===== src/rtl/pb_debounce_pkg.sv =====
// Shared constants, channel state encoding and width helper for the
// multi-channel push-button debouncer.
package pb_debounce_pkg;

   localparam int TICK_1MS_AT_50MHZ    = 50000;
   localparam int DEFAULT_CH           = 4;
   localparam int DEFAULT_STABLE_TICKS = 8;
   localparam int DEFAULT_SYNC_STAGES  = 2;

   typedef enum logic {
      ST_STABLE  = 1'b0,
      ST_PENDING = 1'b1
   } ch_state_t;

   // Bits needed to hold 0..value-1, never less than one.
   function automatic int clog2(input int value);
      int result;
      result = 0;
      while ((1 << result) < value) result++;
      return (result < 1) ? 1 : result;
   endfunction

endpackage


===== src/rtl/debounce_channel.sv =====
// One debounced button: input synchroniser, stability counter, two-state FSM,
// registered level and one-clock press/release strobes.
module debounce_channel
   import pb_debounce_pkg::*;
#(
   parameter int STABLE_TICKS = DEFAULT_STABLE_TICKS,
   parameter int SYNC_STAGES  = DEFAULT_SYNC_STAGES
) (
   input  logic clk,
   input  logic rst_n,
   input  logic tick,
   input  logic btn,
   output logic level,
   output logic press_stb,
   output logic release_stb
);

   localparam int CNT_W = clog2(STABLE_TICKS + 1);
   localparam logic [CNT_W-1:0] CNT_LAST = CNT_W'(STABLE_TICKS - 1);

   logic [SYNC_STAGES-1:0] sync;
   logic                   s;
   ch_state_t              state;
   logic [CNT_W-1:0]       cnt;

   assign s = sync[SYNC_STAGES-1];

   always_ff @(posedge clk or negedge rst_n) begin
      if (!rst_n) sync <= '0;
      else        sync <= {sync[SYNC_STAGES-2:0], btn};
   end

   // A mismatch seen on a tick may be accepted straight from STABLE,
   // which matters when only one tick of stability is required.
   always_ff @(posedge clk or negedge rst_n) begin
      if (!rst_n) begin
         state       <= ST_STABLE;
         cnt         <= '0;
         level       <= 1'b0;
         press_stb   <= 1'b0;
         release_stb <= 1'b0;
      end else begin
         press_stb   <= 1'b0;
         release_stb <= 1'b0;
         case (state)
            ST_STABLE: begin
               if (s == level) begin
                  cnt <= '0;
               end else if (tick && cnt == CNT_LAST) begin
                  level       <= s;
                  press_stb   <= s;
                  release_stb <= ~s;
                  cnt         <= '0;
               end else begin
                  state <= ST_PENDING;
                  if (tick) cnt <= cnt + 1'b1;
               end
            end
            ST_PENDING: begin
               if (s == level) begin
                  state <= ST_STABLE;
                  cnt   <= '0;
               end else if (tick && cnt == CNT_LAST) begin
                  state       <= ST_STABLE;
                  level       <= s;
                  press_stb   <= s;
                  release_stb <= ~s;
                  cnt         <= '0;
               end else if (tick) begin
                  cnt <= cnt + 1'b1;
               end
            end
         endcase
      end
   end

endmodule


===== src/rtl/pb_debounce_multi.sv =====
// Multi-channel push-button debouncer: one shared sample-tick divider
// feeding CH independent debounce channels.
module pb_debounce_multi
   import pb_debounce_pkg::*;
#(
   parameter int CH           = DEFAULT_CH,
   parameter int CLK_DIV      = TICK_1MS_AT_50MHZ,
   parameter int STABLE_TICKS = DEFAULT_STABLE_TICKS,
   parameter int SYNC_STAGES  = DEFAULT_SYNC_STAGES
) (
   input  logic          clk,
   input  logic          rst_n,
   input  logic [CH-1:0] btn_in,
   output logic [CH-1:0] btn_level,
   output logic [CH-1:0] btn_press,
   output logic [CH-1:0] btn_release,
   output logic          tick
);

   localparam int DIV_W = clog2(CLK_DIV);
   localparam logic [DIV_W-1:0] DIV_LAST = DIV_W'(CLK_DIV - 1);

   logic [DIV_W-1:0] div_cnt;

   // tick is registered, so the first one lands CLK_DIV clocks after reset.
   always_ff @(posedge clk or negedge rst_n) begin
      if (!rst_n) begin
         div_cnt <= '0;
         tick    <= 1'b0;
      end else if (div_cnt == DIV_LAST) begin
         div_cnt <= '0;
         tick    <= 1'b1;
      end else begin
         div_cnt <= div_cnt + 1'b1;
         tick    <= 1'b0;
      end
   end

   for (genvar i = 0; i < CH; i++) begin : g_ch
      debounce_channel #(
         .STABLE_TICKS (STABLE_TICKS),
         .SYNC_STAGES  (SYNC_STAGES)
      ) u_ch (
         .clk         (clk),
         .rst_n       (rst_n),
         .tick        (tick),
         .btn         (btn_in[i]),
         .level       (btn_level[i]),
         .press_stb   (btn_press[i]),
         .release_stb (btn_release[i])
      );
   end

endmodule


===== config.mk =====
export PLATFORM = sky130hd
export DESIGN_NAME = pb_debounce_multi
export DESIGN_NICKNAME = d
export VERILOG_FILES = /design/src/rtl/pb_debounce_pkg.sv /design/src/rtl/debounce_channel.sv /design/src/rtl/pb_debounce_multi.sv
export SDC_FILE = /design/constraint.sdc
export NUM_CORES = 1
export LEC_CHECK = 0
export CORE_ASPECT_RATIO = 1.4
export CORE_MARGIN = 4
export CORE_UTILIZATION = 55
export DETAILED_ROUTE_END_ITERATION = 7
export PLACE_DENSITY = 0.82
export SKIP_LAST_GASP = 1
export SLEW_MARGIN = 15
export SYNTH_ARGS = -nofsm -noshare
export SYNTH_HDL_FRONTEND = slang
export SYNTH_HIERARCHICAL = 1
export SYNTH_SLANG_ARGS = --single-unit

===== constraint.sdc =====
create_clock -name clk -period 1.7 [get_ports clk]
set_clock_uncertainty 0.05 [all_clocks]
set_input_delay 0.17 -clock clk [delete_from_list [all_inputs] [get_ports clk]]
set_output_delay 0.17 -clock clk [all_outputs]
set_load 0.05 [all_outputs]

==> summary.md <==
| Metric | Value |
|---|---|
| Num rows | 26 |
| Reg clk slew, reported paths | about 0.09 ns |
| Slowest cell on the critical path | clkdlybuf4s50_1 |
| Final Cycle Share | between 90% and 100% |
| Top post-synthesis cells by count | dfrtp_1, nor2_1, nand2_1, xor2_1 |
| Max Freq | 0.602 GHz |
| Worst rel slew slack | between 60% and 70% |
| Post-synth top area share | between 60 and 70% |
| Clock buffer depth | 2 |
| Routed vias/inst | between 5 and 6 |
| Vias in the first global route | 1,521 |
| Clock power share | between 30% and 40% |
| Avg Cell Area, Syn | about 12 µm² |
| Yosys reg bits | 53 |
| Minimum clock period | 1.66 ns |
| Top-level I/O count | 19 |
| NetSw | 415 µW |
| Core area | between 0.003 and 0.004 mm² |
| HPWL after DPL | 2890 µm |
| Switch share | between 10% and 20% |
| Gate count after technology mapping | about 180 |
| WP data arrival | ~1.4 ns |
| P&R area growth vs syn | 18.0% |
| CTS tree | yes |
| CP required | between 1 and 1.5 ns |
| Top area cells in the synthesized netlist | dfrtp_1, xor2_1, xnor2_1 |
| Final hold violation count | 0 |
| Flop pwr share | 58.5% |
| H-tree Lvls | 2 |
| Sequential area share after synthesis | between 60% and 70% |
| Worst Hold Slack | between 0.2 and 0.25 ns |
| CP cell instances | clkdlybuf4s50_1 |
| CTS buffer count | 5 |
| Port Buffers | 18 |
| DR vias | around 1,500 |
| Leading register cell type out of synthesis | dfrtp_1 |
| Die area | slightly above 0.005 mm² |
| Root Driver | clkbuf_8 |
| Area leader, netlist | dfrtp_1 |
| Status | finished clean |
| Final core utilization | between 60% and 70% |
| Routed Wire Length | 3880 µm |
| Filler cells | 268 |
| Kind of critical path | flop to primary output |
| TNS Setup | 0 ns |
| Nets | roughly 220 |
| Routability Congestion | ~0.86 |
| Most frequent cell after synthesis | dfrtp_1 |
| Die Y | about 83 µm |
| CP Buf/Inv Count | 1 |
| Slew at the pin closest to its max-slew limit | 0.506 ns |
| Initial antenna violation count | 0 |
| Async set-reset flop share out of synthesis | 100% |
| Syn_nets | 188 |
| Ant diodes | 0 |
| Pwr per Cell Area | 841 mW/mm² |
| Yosys Warn Count | 6 |
| Logic gate share of total power | under 10% |
| RSZ-0062 raised after global routing | no |
| Num Clock Sinks | 53 |
| Max FO, Critical Path | 1 |
| Skew-Pair Late Insertion Delay | roughly 0.3 ns |
| Final Max Tran Viols | 0 |
| Die Width | just over 60 µm |
| Routed WL per cell | between 15 and 20 µm |
| Reg2Reg Setup Slack | around 0.09 ns |
| Worst setup SP type | flop |
| Leak | about 0.0012 µW |
| Cell-internal power | ~1800 µW |
| DRT antenna net count | 0 |
| Total GRT Usage | roughly 18% |
| First-pass GRT wire length | between 6000 and 7000 µm |
| Largest net degree at the start of global routing | 35 |
| Max Cap Violations | 0 |
| DR DRC count | 0 |
| Critical Path Sink Type | primary output |
| Crit path max-delay family | buffers and inverters |
| EDFF count, synth | 0 |
| Fraction of layout instances using a drive strength above 1 | approximately 16% |
| DR pass1 iterations | 4 |
| Highest cell delay on the worst timing path | 0.80 ns |
| Global route total overflow | 0 |
| Number of library cell types mapped by synthesis | 33 |
| Max IR drop VDD | approximately 0.77 mV |
| Hold Path Class | input port to flop |
| Drt initial violations | slightly below 90 |
| Post-Synthesis Cell Area | roughly 0.0022 mm² |
| Final setup vio count | 0 |
| Initial Utilization | between 50% and 60% |
layer usage:
layer	routed length (µm)	part of all wire, %	track usage, %
met1	1370	35	17.8
met2	2260	58	33.4
met3	150	3.9	4.18
met4	90	2.3	7.64
met5	0	0	0
logic make-up (layout without fill, tap and decap cells):
kind of cell,after synthesis,count (layout),synth area share [%]
AOI/OAI and AO/OA,13,13,4.16
buffers and inverters,2,30,0.398
xor gates and xnor gates,19,19,7.57
muxes,8,8,3.87
DFF,53,53,60.4
adders and majority gates,5,5,2.85
and+or+nand+nor,77,77,20.8
placed cells by master (no fill, tap or decap), types with 5 or more instances in the layout:
master / instances
clkdlybuf4s50_1: 9
nor3b_1: 8
xnor2_1: 8
ha_1: 5
nand2_1: 11
a21oi_1: 5
nand4_1: 7
nand3_1: 5
dfrtp_1: 52
xor2_1: 11
clkbuf_8: 6
buf_4: 6
nand3b_1: 5
nor2_1: 16
registers in the layout, summed over array words and instances, names as in the netlist:
| register | flops |
|---|---|
| g_ch.u_ch/level | 4 |
| g_ch.u_ch/cnt | 16 |
| g_ch.u_ch/sync | 8 |
| g_ch.u_ch/press_stb | 4 |
| g_ch.u_ch/release_stb | 4 |
| tick | 1 |
| div_cnt | 16 |
final timing paths:
| kind | startpoint | end | cells after the start |
|---|---|---|---|
| worst max-delay path | g_ch[2].u_ch/press_stb$_DFF_PN0_ | btn_press[2] | 1 |
| worst min-delay path | btn_in[1] | g_ch[1].u_ch/sync[0]$_DFF_PN0_ | 1 |
| worst max register to register | div_cnt[0]$_DFF_PN0_ | div_cnt[14]$_DFF_PN0_ | 5 |
| worst min register to register | g_ch[3].u_ch/sync[0]$_DFF_PN0_ | g_ch[3].u_ch/sync[1]$_DFF_PN0_ | 0 |
| max in group asynchronous | rst_n | g_ch[2].u_ch/level$_DFFE_PN0P_ | 3 |
| min in group asynchronous | rst_n | g_ch[3].u_ch/level$_DFFE_PN0P_ | 2 |
cell type report:
class	count	area [µm²]	share of cell area (%)
repair buffers	22	228	8.78
clock inverters	2	37.5	1.45
flip-flops and latches	53	1330	51.2
clock buffers	6	82.6	3.19
well taps	42	52.6	2.03
multi-input cells	122	865	33.3
power groups by stage:
stage	Combinational (µW)	Sequential (µW)	Clock, µW
finish	51.1	1280	855
global route	58.3	1280	938
CTS	53.5	1280	881
detailed placement	51.5	1300	0
global placement	48.8	1300	0
floorplan	9.06	1300	0
timing repair:
item	4_1_cts	5_1_grt
setup buffers	0	0
endpoints found under the hold margin	19	0
setup endpoints to repair	0	4
gates resized for setup	0	4
hold buffers	1	0
metrics by stage:
stage / instance area [µm²] / total power [µW] / setup WS [ns] / std cells
3_3_place_gp: 2450 / 1350 / 0.114 / 238
2_1_floorplan: 2200 / 1310 / 0.161 / 177
5_1_grt: 2590 / 2270 / 0.000595 / 247
4_1_cts: 2580 / 2210 / 0.0162 / 247
3_5_place_dp: 2450 / 1350 / 0.0680 / 238
6_report: 2590 / 2180 / 0.0376 / 247
(Power assumes the default switching activity.)
